### src/rtl/accel_uart_rx.sv
// accel_uart_rx: UART1 receive path. Synchronises the pad line, deserialises
// 8N1 / 8P1 frames and stores good bytes in a fall-through FIFO with a
// valid/ready pop port. Frame, parity and overflow errors are 1-cycle pulses.
module accel_uart_rx #(
  parameter int unsigned log2_fifosz = 4
) (
  input  logic                   i_clk,
  input  logic                   i_nrst,
  input  logic                   i_rx_en,
  input  logic [15:0]            i_scaler,
  input  logic                   i_parity_en,
  input  logic                   i_parity_odd,
  input  logic                   i_rd,
  output logic [7:0]             o_rdata,
  output logic                   o_rvalid,
  input  logic                   i_rready,
  output logic [log2_fifosz:0]   o_fifo_cnt,
  output logic                   o_err_frame,
  output logic                   o_err_parity,
  output logic                   o_err_overflow
);

  localparam int unsigned PTR_W = log2_fifosz;
  localparam int unsigned CNT_W = log2_fifosz + 1;
  localparam int unsigned DEPTH = 1 << log2_fifosz;

  typedef enum logic [2:0] {
    S_IDLE,
    S_START,
    S_DATA,
    S_PARITY,
    S_STOP
  } state_t;

  state_t             state;
  logic               rx_meta;
  logic               rx_s;
  logic               rx_prev;
  logic [15:0]        clk_cnt;
  logic [2:0]         bit_cnt;
  logic [7:0]         shreg;
  logic               par_err;

  logic [7:0]         mem [DEPTH];
  logic [PTR_W-1:0]   wr_ptr;
  logic [PTR_W-1:0]   rd_ptr;
  logic [CNT_W-1:0]   count;

  logic               fall_c;
  logic               rx_on_c;
  logic [15:0]        target_c;
  logic               tick_c;
  logic               push_c;
  logic               pop_c;
  logic               full_c;
  logic               wr_en_c;

  // Two-flop synchroniser plus previous-value flop for falling-edge detect
  always_ff @(posedge i_clk or negedge i_nrst) begin
    if (!i_nrst) begin
      rx_meta <= 1'b1;
      rx_s    <= 1'b1;
      rx_prev <= 1'b1;
    end else begin
      rx_meta <= i_rd;
      rx_s    <= rx_meta;
      rx_prev <= rx_s;
    end
  end

  // Bit timing: half a bit in START to land mid-bit, full bits afterwards
  always_comb begin
    fall_c   = rx_prev & ~rx_s;
    rx_on_c  = i_rx_en && (i_scaler >= 16'd4);
    target_c = (state == S_START) ? (i_scaler >> 1) : i_scaler;
    tick_c   = (clk_cnt >= (target_c - 16'd1));
    push_c   = rx_on_c && (state == S_STOP) && tick_c && rx_s && !par_err;
  end

  // Receive FSM; error pulses are registered from the stop-bit sample
  always_ff @(posedge i_clk or negedge i_nrst) begin
    if (!i_nrst) begin
      state        <= S_IDLE;
      clk_cnt      <= 16'd0;
      bit_cnt      <= 3'd0;
      shreg        <= 8'd0;
      par_err      <= 1'b0;
      o_err_frame  <= 1'b0;
      o_err_parity <= 1'b0;
    end else begin
      o_err_frame  <= 1'b0;
      o_err_parity <= 1'b0;
      if (!rx_on_c) begin
        state   <= S_IDLE;
        clk_cnt <= 16'd0;
      end else begin
        case (state)
          S_IDLE: begin
            clk_cnt <= 16'd0;
            if (fall_c) begin
              state   <= S_START;
              bit_cnt <= 3'd0;
              par_err <= 1'b0;
            end
          end
          S_START: begin
            if (tick_c) begin
              clk_cnt <= 16'd0;
              state   <= rx_s ? S_IDLE : S_DATA;
            end else begin
              clk_cnt <= clk_cnt + 16'd1;
            end
          end
          S_DATA: begin
            if (tick_c) begin
              clk_cnt <= 16'd0;
              shreg   <= {rx_s, shreg[7:1]};
              bit_cnt <= bit_cnt + 3'd1;
              if (bit_cnt == 3'd7) begin
                state <= i_parity_en ? S_PARITY : S_STOP;
              end
            end else begin
              clk_cnt <= clk_cnt + 16'd1;
            end
          end
          S_PARITY: begin
            if (tick_c) begin
              clk_cnt <= 16'd0;
              par_err <= (rx_s != ((^shreg) ^ i_parity_odd));
              state   <= S_STOP;
            end else begin
              clk_cnt <= clk_cnt + 16'd1;
            end
          end
          S_STOP: begin
            if (tick_c) begin
              clk_cnt <= 16'd0;
              state   <= S_IDLE;
              if (!rx_s) begin
                o_err_frame <= 1'b1;
              end else if (par_err) begin
                o_err_parity <= 1'b1;
              end
            end else begin
              clk_cnt <= clk_cnt + 16'd1;
            end
          end
          default: begin
            state   <= S_IDLE;
            clk_cnt <= 16'd0;
          end
        endcase
      end
    end
  end

  // FIFO control decode; a full FIFO still accepts a push if the head pops
  always_comb begin
    pop_c   = (count != '0) && i_rready;
    full_c  = (count == CNT_W'(DEPTH));
    wr_en_c = push_c && (!full_c || pop_c);
  end

  // FIFO pointers, occupancy and overflow pulse
  always_ff @(posedge i_clk or negedge i_nrst) begin
    if (!i_nrst) begin
      wr_ptr         <= '0;
      rd_ptr         <= '0;
      count          <= '0;
      o_err_overflow <= 1'b0;
    end else begin
      o_err_overflow <= push_c && full_c && !pop_c;
      if (wr_en_c) begin
        wr_ptr <= wr_ptr + PTR_W'(1);
      end
      if (pop_c) begin
        rd_ptr <= rd_ptr + PTR_W'(1);
      end
      case ({wr_en_c, pop_c})
        2'b10:   count <= count + CNT_W'(1);
        2'b01:   count <= count - CNT_W'(1);
        default: count <= count;
      endcase
    end
  end

  // Byte storage; contents are only visible through the gated head
  always_ff @(posedge i_clk) begin
    if (wr_en_c) begin
      mem[wr_ptr] <= shreg;
    end
  end

  // Fall-through head, forced to zero when empty
  always_comb begin
    o_rvalid   = (count != '0);
    o_rdata    = o_rvalid ? mem[rd_ptr] : 8'h00;
    o_fifo_cnt = count;
  end

endmodule

### config.mk
export PLATFORM = sky130hd
export DESIGN_NAME = accel_uart_rx
export DESIGN_NICKNAME = d
export VERILOG_FILES = /design/src/rtl/accel_uart_rx.sv
export SDC_FILE = /design/constraint.sdc
export NUM_CORES = 1
export LEC_CHECK = 0
export BUFFER_PORTS_ARGS = -buffer_cell sky130_fd_sc_hd__buf_2
export CORE_MARGIN = 10
export CORE_UTILIZATION = 40
export CTS_BUF_LIST = sky130_fd_sc_hd__clkbuf_2
export CTS_CLUSTER_DIAMETER = 150
export DETAILED_ROUTE_END_ITERATION = 8
export HOLD_SLACK_MARGIN = 0.06
export PLACE_DENSITY = 0.64
export SLEW_MARGIN = 10
export SYNTH_ARGS = -nofsm -noshare
export SYNTH_HDL_FRONTEND = slang
export SYNTH_SLANG_ARGS = --single-unit
### constraint.sdc
create_clock -name i_clk -period 6.95 [get_ports i_clk]
set_clock_uncertainty 0.2 [all_clocks]
set_input_delay 0.3475 -clock i_clk [delete_from_list [all_inputs] [get_ports i_clk]]
set_output_delay 0.3475 -clock i_clk [all_outputs]
set_load 0.02 [all_outputs]
Yosys cells after proc, flatten, opt, wreduce, memory -nomap -nowiden
Memories as Yosys holds them, arrays and structs flattened.
Index checks and enable logic that the tools add are counted.
{"block": "totals", "in_bits": 23, "register_bits": 50, "ram_bits": 128, "output_inout_bits": 17, "memories": 1}
{"block": "op_classes", "mux": 33, "n_eq_ne": 18, "magnitude_cmp": 2, "n_addsub": 7, "reduce_logical": 24, "bitwise": 3}
{"memory": "mem", "words": 16, "word_bits": 8, "read_ports": 1, "rd_ports_with_merged_regs": 0, "write_ports": 1, "line_no": "44", "source": "logic [7:0] mem [DEPTH];"}
{"cell": "16-bit two-way mux", "n": 4}
{"cell": "3-bit two-way mux", "n": 10}
{"cell": "3-bit != test (second input constant)", "n": 6}
{"cell": "16-bit by 1-bit adder with 16-bit output (second input constant)", "n": 1}
{"cell": "16-bit greater-or-equal comparator", "n": 1}
{"cell": "16-bit by 3-bit greater-or-equal comparator with 1-bit output (second input constant)", "n": 1}
{"cell": "16-bit by 1-bit subtractor with 16-bit output (second input constant)", "n": 1}
{"cell": "3-bit one-hot mux with 5 select lines", "n": 1}
{"cell": "1-bit two-way mux", "n": 13}
{"cell": "5-bit one-hot mux with 2 select lines", "n": 1}
{"cell": "1-bit logical AND", "n": 9}
{"cell": "4-bit by 1-bit adder with 4-bit output (second input constant)", "n": 2}
{"cell": "8-bit two-way mux", "n": 1}
{"cell": "4-bit AND reduction", "n": 2}
{"cell": "8-bit XOR reduction", "n": 1}
{"cell": "3-bit by 2-bit == test with 1-bit output (second input constant)", "n": 2}
{"cell": "3-bit == test (second input constant)", "n": 2}
{"cell": "2-bit != test (second input constant)", "n": 3}
{"cell": "3-bit one-hot mux with 2 select lines", "n": 1}
{"cell": "6-bit AND reduction", "n": 1}
{"cell": "2-bit nonzero test", "n": 3}
{"cell": "5-bit by 1-bit adder with 5-bit output (second input constant)", "n": 1}
{"cell": "5-bit == test (second input constant)", "n": 1}
{"cell": "5-bit nonzero test", "n": 1}
{"cell": "other kinds (16)", "n": 18}

Depth between registers and ports, before layout
Gate-level depths: netlist of run 1.
{"block": "logic_depth", "ltp_word": 10, "mapped_depth": 23, "depth_no_buf": 20}

Worst setup path before layout of run 1
No wires, ideal clock.
{"block": "synth_timing", "path_type": "register -> register", "startpoint": "register state[1]", "endpoint": "memory mem[3][0], enable pin", "path_slack_ns": 0.915, "setup_ns": 0.398, "path_buffers": 3, "arrival_time_ns": 5.437, "t_required_ns": 6.352, "path_stages_with_launch": 20, "cell_sequence": "dfrtp_1 -> buf_2 -> or3b_2 -> clkbuf_1 -> clkbuf_1 -> mux2i_1 -> ha_1 -> nand2b_1 -> a2111oi_4 -> nand4_1 -> nor2_1 -> nor2_1 -> o31a_1 -> ha_1 -> nand4_1 -> nor3_1 -> a21oi_1 -> a31oi_1 -> nand2_1 -> nor4b_1"}
{"block": "synth_via", "elab_chain_len": 10, "elab_cells_between_ends": 12, "cone_classes": "1 x add/sub; 1 x order compare; 2 x eq/ne; 3 x mux; 5 x reduce/logical"}
{"item": "start: declaration", "line_no": "35", "source": "state_t state;"}
{"item": "start signal: assignment", "line_no": "109", "source": "state <= rx_s ? S_IDLE : S_DATA;"}
{"item": "start signal: assignment", "line_no": "120", "source": "state <= i_parity_en ? S_PARITY : S_STOP;"}
{"item": "3-bit by 1-bit == test with 1-bit output", "line_no": "75", "source": "target_c = (state == S_START) ? (i_scaler >> 1) : i_scaler;"}
{"item": "16-bit two-way mux", "line_no": "75"}
{"item": "16-bit by 1-bit subtractor with 16-bit output", "line_no": "76", "source": "tick_c = (clk_cnt >= (target_c - 16'd1));"}
{"item": "16-bit greater-or-equal comparator", "line_no": "76"}
{"item": "1-bit logical AND (*) (3 in series)", "line_no": "77", "source": "push_c = rx_on_c && (state == S_STOP) && tick_c && rx_s && !par_err;"}
{"item": "1-bit logical AND (*)", "line_no": "161", "source": "wr_en_c = push_c && (!full_c || pop_c);"}
{"item": "1-bit two-way mux (*)", "line_no": "189", "source": "if (wr_en_c) begin"}
{"item": "1-bit two-way mux (not written as such) (*)", "line_no": "190", "source": "mem[wr_ptr] <= shreg;"}
{"item": "end: declaration", "line_no": "44"}
Every way passes the cells marked *; elsewhere a longest branch is shown, timed or not.

Worst setup path after layout of run 1
{"block": "layout_timing", "startpoint": "register state[1]", "endpoint": "register count[3] (netlist: o_fifo_cnt[3])"}
{"block": "layout_via", "elab_chain_len": 10, "elab_cells_between_ends": 14, "cone_classes": "1 x add/sub; 1 x order compare; 4 x eq/ne; 2 x mux; 6 x reduce/logical"}
{"item": "3-bit by 1-bit == test with 1-bit output", "line_no": "75"}
{"item": "16-bit two-way mux", "line_no": "75"}
{"item": "16-bit by 1-bit subtractor with 16-bit output", "line_no": "76"}
{"item": "16-bit greater-or-equal comparator", "line_no": "76"}
{"item": "1-bit logical AND (*) (3 in series)", "line_no": "77"}
{"item": "1-bit logical AND (*)", "line_no": "161"}
{"item": "2-bit by 1-bit == test with 1-bit output or 2-bit == test (tied branches)", "line_no": "179", "source": "case ({wr_en_c, pop_c})"}
{"item": "5-bit one-hot mux with 2 select lines or 2-bit nonzero test (tied branches)"}
{"item": "end signal: assignment", "line_no": "180", "source": "2'b10: count <= count + CNT_W'(1);"}
{"item": "end signal: assignment", "line_no": "181", "source": "2'b01: count <= count - CNT_W'(1);"}
{"item": "end signal: assignment", "line_no": "182", "source": "default: count <= count;"}
{"item": "end: declaration", "line_no": "47", "source": "logic [CNT_W-1:0] count;"}
Marks and branches as above.
A chain may end at the register's enable or synchronous reset.

==> results.sh, run 1 <==
export IMPL_dieWidth_microns=166.1
export IMPL_drive_above_1_share_pct=23.68
export IMPL_dpl_hpwl_microns=11540
export IMPL_fin_setup_tns_ps=0
export IMPL_ff2ff_path_depth=20
export IMPL_startpoint_type="flip-flop"
export IMPL_initial_core_util_pct=40.62
export IMPL_ys_types=68
export IMPL_syn_cell_area_sq_um=8539
export IMPL_tightest_slew_ps=686.8
export IMPL_grt_pass1_vias=5048
export IMPL_synth_edf_count=128
export IMPL_avgSynthCellArea_sq_um=14.72
export IMPL_antenna_found_initial=1
export IMPL_async_flop_share_pct=28.09
export IMPL_gp_congestion=0.8471
export IMPL_dp_slack_ps=818.0
export IMPL_synthToLayoutAreaGrowth_pct=10.62
export IMPL_path_max_fanout=18
export IMPL_grt_pass1_wl_microns=27230
export IMPL_max_stage_delay_ps=710
export IMPL_p_per_area_nw_per_um2=253.0
export IMPL_port_buffers=39
export IMPL_holdPathStages=6
export IMPL_fin_util_pct=44.94
export IMPL_final_nets=683
export IMPL_synth_area_top_cells="edfxtp_1, dfrtp_1, mux4_2"
export IMPL_period_needed_ps=6194
export IMPL_clk_pin_slew_ps=290
export IMPL_synth_top_area_cell="edfxtp_1"
export IMPL_critPathCaptureType="flip-flop"
export IMPL_setup_ws_ps=756.1
export IMPL_setup_violations=0
export IMPL_ir_drop_mv=0.1370
export IMPL_cts_buffer_depth=2
export IMPL_first_iter_violations=309
export IMPL_ys_seq_area_share_pct=59.71
export IMPL_p_leak_nw=3.662
export IMPL_cts_root_buf="clkbuf_2"
export IMPL_clk_latency_ps=750
export IMPL_synthDominantCellAreaShare_pct=45.01
export IMPL_grt_max_degree=51
export IMPL_htreeDepth=4
export IMPL_critPathKind="reg -> reg"
export IMPL_die_area_sq_um=27590
export IMPL_cts_buffers=17
export IMPL_yosysWarningCount=0
export IMPL_hold_viol=0
export IMPL_cts_sinks=178
export IMPL_synth_cells=580
export IMPL_num_vias=4935
export IMPL_viasPerCell=5.352
export IMPL_yosys_register_bits=178
export IMPL_rows=53
export IMPL_grt_ovfl_total=0
export IMPL_slew_viol_final=0
export IMPL_critPathSlowestCell="or3b_2"
export IMPL_fp_coreArea_sq_um=21020
export IMPL_ios=40
export IMPL_slew_headroom_pct=54.22
export IMPL_drc=0
export IMPL_synth_ff_type="edfxtp_1"
export IMPL_hp_class="in -> reg"
export IMPL_rsz0062_at_grt="false"
export IMPL_drv_cap=0
export IMPL_tritoncts="done"
export IMPL_track_usage_pct=12.19
export IMPL_mostFrequentLayoutCells="edfxtp_1, dfrtp_1, mux4_2"
export IMPL_worstPathCellList="or3b_2, mux2i_1, ha_1, nand2b_1, a2111oi_4, nand4_1, or3_1, o211ai_1, o31a_1, ha_1, nand4_1, nor3_1, a32oi_2, a31oi_2, nor2_1, ha_1, a21o_1, or3b_2, mux2i_1, a22oi_1"
export IMPL_crit_top_cell="ha_1"
export IMPL_wire_per_inst_microns=18.00
export IMPL_drt_wl_total_microns=16600
export IMPL_post_cts_buffers=0
export IMPL_fin_crit_sh_pct=89.12
export IMPL_fmax_mhz=161.4
export IMPL_die_h_microns=166.1
export IMPL_critPathArrivalTime_ps=6670
export IMPL_outcome="completed"
export IMPL_synth_nets=630
export IMPL_critPathRequiredTime_ps=7430
export IMPL_ant_nets=0
export IMPL_layout_commonest_cell="edfxtp_1"
export IMPL_first_pass_iters=4
## per-layer routing
layer | wire [microns] | track usage (%)
met1 | 7167 | 14.91
met2 | 8543 | 20.94
met3 | 714 | 2.532
met4 | 172 | 4.122
met5 | 0 | 0
## sequential cells by signal, summed over array words and instances (netlist names), 3 cells and up
signal	flops
bit_cnt	3
clk_cnt	16
mem	128
o_fifo_cnt	5
rd_ptr	4
shreg	8
state	3
wr_ptr	4
## critical path, delay by kind of cell, from the launching register on
kind	cells	cell delay (ps)
compound gates	7	1810
fa+ha+maj	3	650
simple gates	8	2480
mux	2	380
flops	1	580
## synth_stat cells, types with 2 or more instances
master,instances
or4_1,2
inv_1,19
mux4_2,40
nor3_1,11
or3_1,5
a21oi_1,11
o211ai_1,2
and4b_1,8
ha_1,26
clkbuf_1,14
xnor2_1,27
or2_2,3
nor4b_1,5
and3_1,7
nor2b_1,10
dfstp_2,3
nand4_1,8
or3b_2,2
xor2_1,15
nand3b_1,3
nand2b_1,5
and4_1,5
a31oi_1,10
and2_1,3
edfxtp_1,128
nand2_1,31
a21o_1,2
nor3b_1,2
nor4_1,2
buf_2,6
dfrtp_1,47
nand3_1,13
mux2_2,9
o21ai_0,13
mux2i_1,13
a21boi_0,2
nor2_1,37
## what timing repair did
item                                   4_1_cts  5_1_grt
endpoints found under the hold margin       66        0
hold buffers                                10        0
gates resized for setup                      0        0
## layout make-up
| class | instances | area [sq um] |
|---|---|---|
| Timing Repair Buffer | 58 | 362.8 |
| Fill cell | 1851 | 11570 |
| Clock inverter | 15 | 206.4 |
| Antenna cell | 1 | 2.502 |
| Multi-Input combinational cell | 359 | 3274 |
| Tap cell | 275 | 344.1 |
| Inverter | 19 | 71.32 |
| Clock buffer | 17 | 85.08 |
| Sequential cell | 178 | 5100 |
## power breakdown
group	internal (mW)	leakage (nW)	switching, mW
clock network	0.192	0.171	0.397
logic	0.282	1.48	0.303
registers	1.16	2.01	0.0594
## logic make-up after synthesis
| kind of cell | after synthesis | synth area share [%] |
|---|---|---|
| buffers and inverters | 43 | 2.242 |
| muxes | 62 | 13.26 |
| adders and majority gates | 27 | 4.044 |
| AOI/OAI and AO/OA | 58 | 4.879 |
| DFF | 178 | 59.71 |
| and+or+nand+nor | 170 | 11.56 |
| xor gates and xnor gates | 42 | 4.308 |
## final timing paths
path                              start            end  slack [ps]
max                            state[1]  o_fifo_cnt[3]         760
min                        i_parity_odd        par_err         160
max reg2reg                    state[1]  o_fifo_cnt[3]         760
min reg2reg                     rx_meta           rx_s         180
max in group asynchronous        i_nrst      wr_ptr[3]        5560
min in group asynchronous        i_nrst  o_fifo_cnt[3]         520
## metrics by stage
step / hold WS [ps] / power (mW) / std cells / area, sq um
finish: 162.5 / 2.390 / 922 / 9447
global route: 99.26 / 2.523 / 922 / 9447
CTS: 88.48 / 2.427 / 921 / 9444
detailed placement: 147.2 / 1.834 / 879 / 9052
global placement: 149.3 / 1.814 / 879 / 9052
floorplan: -148.1 / 1.672 / 580 / 8539
Note: power is estimated with default switching activity, not from simulation.
==> run 2: changes to the inputs <==
CORE_UTILIZATION = 35   (was 40)
HOLD_SLACK_MARGIN = 0.03   (was 0.06)
PLACE_DENSITY = 0.58   (was 0.64)
==> run 2 against run 1 <==
First-iteration DRC count increased by 1.9%. Combinational power shrank 5.8%. Critical path type unchanged. Total power shrank 0.13%. Critical path depth is the same. Sequential cell count unchanged. Critical endpoint unchanged. Cell area rose by 0.46%. Largest cell class unchanged.
==> results.sh, run 2 (synthesized netlist as in run 1, its figures left out) <==
export IMPL_outcome="completed"
export IMPL_clk_latency_ps=760
export IMPL_fin_cells=968
export IMPL_p_leak_nw=3.646
export IMPL_critPathKind="reg -> reg"
export IMPL_dp_cells=926
export IMPL_p_seq_share_pct=52.5
export IMPL_drv_cap=0
export IMPL_dpl_hpwl_microns=11870
export IMPL_setup_ws_ps=507.7
export IMPL_post_cts_buffers=0
export IMPL_fin_area_sq_um=9490
export IMPL_drive_above_1_share_pct=23.60
export IMPL_holdWs_ps=132.0
export IMPL_fin_crit_sh_pct=92.70
export IMPL_setup_violations=0
export IMPL_slew_viol_final=0
export IMPL_largest_reg_flops=128
export IMPL_synthToLayoutAreaGrowth_pct=11.14
export IMPL_reg_largest_list="mem: 128 flops, clk_cnt: 16 flops, shreg: 8 flops"
export IMPL_hp_class="in -> reg"
export IMPL_min_from="i_parity_odd"
export IMPL_critPathCaptureType="flip-flop"
export IMPL_critPathRequiredTime_ps=7400
export IMPL_critPathArrivalTime_ps=6900
export IMPL_drt_wl_total_microns=16980
export IMPL_antenna_cells=0
export IMPL_cts_hold_buf=10
export IMPL_htreeDepth=4
export IMPL_first_iter_violations=315
export IMPL_ff2ff_setup_slack_ps=510
export IMPL_gp_congestion=0.8218
export IMPL_grt_ovfl_total=0
export IMPL_combPwrFrac_pct=23.1
export IMPL_dieWidth_microns=176.2
export IMPL_p_per_area_nw_per_um2=251.5
export IMPL_grt_use_met2_pct=18.89
export IMPL_grt_pass1_wl_microns=27860
export IMPL_die_h_microns=176.2
export IMPL_r2r_start="state[1]"
export IMPL_slew_headroom_pct=40.30
export IMPL_antenna_found_initial=0
export IMPL_internal_power_mw=1.600
export IMPL_path_max_fanout=17
export IMPL_clk_pin_slew_ps=300
export IMPL_swShare_pct=32.95
export IMPL_fmax_mhz=155.2
export IMPL_ant_nets=0
export IMPL_use_met1_pct=14.52
export IMPL_final_nets=681
export IMPL_initial_core_util_pct=35.32
export IMPL_dp_slack_ps=655.4
export IMPL_ir_drop_mv=0.1289
export IMPL_ios=40
export IMPL_track_usage_pct=11.30
export IMPL_wire_per_inst_microns=17.54
export IMPL_num_vias=4941
export IMPL_ctsResizeCount=0
export IMPL_rows=57
export IMPL_hold_viol=0
export IMPL_grt_pass1_vias=5101
export IMPL_period_needed_ps=6442
export IMPL_tritoncts="done"
export IMPL_layout_commonest_cell="edfxtp_1"
export IMPL_first_pass_iters=4
export IMPL_placed_area_sq_um=9100
export IMPL_die_area_sq_um=31050
export IMPL_use_met3_pct=2.670
export IMPL_cts_root_buf="clkbuf_2"
export IMPL_startpoint_type="flip-flop"
export IMPL_cts_buffer_depth=2
export IMPL_grt_max_degree=51
export IMPL_cts_sinks=178
export IMPL_busiest_layer="met2"
export IMPL_startpoint="state[1]"
export IMPL_port_buffers=39
export IMPL_drc=0
export IMPL_fin_setup_tns_ps=0
export IMPL_tightest_slew_ps=895.4
export IMPL_fp_coreArea_sq_um=24180
export IMPL_mostFrequentLayoutCells="edfxtp_1, dfrtp_1, mux4_2"
export IMPL_p_clk_share_pct=24.4
export IMPL_largest_register="mem"
export IMPL_cts_buffers=17
export IMPL_viasPerCell=5.104
export IMPL_p_sw_mw=0.7863
export IMPL_rsz0062_at_grt="false"
[run 2: cell types whose count changed in the layout (fill, tap and decap cells not counted)]
cell,change
buf_4,-2
clkinv_8,+2
inv_6,-2
bufinv_16,-1
clkinv_4,+1
dfrtp_1,-1
dfrtp_2,+1
diode_2,-1
inv_12,+1
inv_8,-1
[run 2: power by group through the flow]
| stage | sequential [mW] | combinational (mW) | clock [mW] |
|---|---|---|---|
| 6_report | 1.25 | 0.551 | 0.582 |
| 5_1_grt | 1.27 | 0.602 | 0.647 |
| 4_1_cts | 1.26 | 0.567 | 0.606 |
| 3_5_place_dp | 1.28 | 0.560 | 0 |
| 3_3_place_gp | 1.28 | 0.549 | 0 |
| 2_1_floorplan | 1.22 | 0.452 | 0 |
[run 2: layout make-up]
type                            instances  area (sq um)
Fill cell                            2230         14690
Sequential cell                       178          5101
Multi-Input combinational cell        359          3274
Tap cell                              324         405.4
Timing Repair Buffer                   56         347.8
Clock inverter                         15         205.2
Clock buffer                           17         85.08
Inverter                               19         71.32
[run 2: worst paths after layout]
kind | end | cells after the start
worst max-delay path | o_fifo_cnt[3] | 20
worst min-delay path | par_err | 6
worst max register to register | o_fifo_cnt[3] | 20
worst min register to register | rx_s | 0
max in group asynchronous | rd_ptr[1] | 4
min in group asynchronous | clk_cnt[0] | 4
[run 2: critical path: stages (launching register included)]
cell and delay (ps):
dfrtp_1 570, nor3b_4 720, mux2i_1 330, ha_1 230
nand2b_1 190, a2111oi_4 460, nand4_1 210, nor2_1 130
nor2_1 50, o31a_1 300, ha_1 310, nand4_1 110
nor3_1 350, a32oi_2 240, a31oi_2 520, nor2_1 120
ha_1 310, a21o_1 210, or3b_2 470, mux2i_1 170
a22oi_1 120
[run 2: metal layers]
| metal | wire, microns | part of all wire, % | vias to the layer above |
|---|---|---|---|
| li1 | - | - | 2339 |
| met1 | 7704 | 45 | 2493 |
| met2 | 8646 | 51 | 99 |
| met3 | 539 | 3.2 | 10 |
| met4 | 88 | 0.52 | 0 |
| met5 | 0 | 0 | - |
[run 2: metrics by stage]
stage	power, mW	utilization (%)
6_report	2.387	39.25
3_5_place_dp	1.841	37.64
5_1_grt	2.520	39.25
2_1_floorplan	1.672	-
4_1_cts	2.432	39.25
3_3_place_gp	1.827	37.64
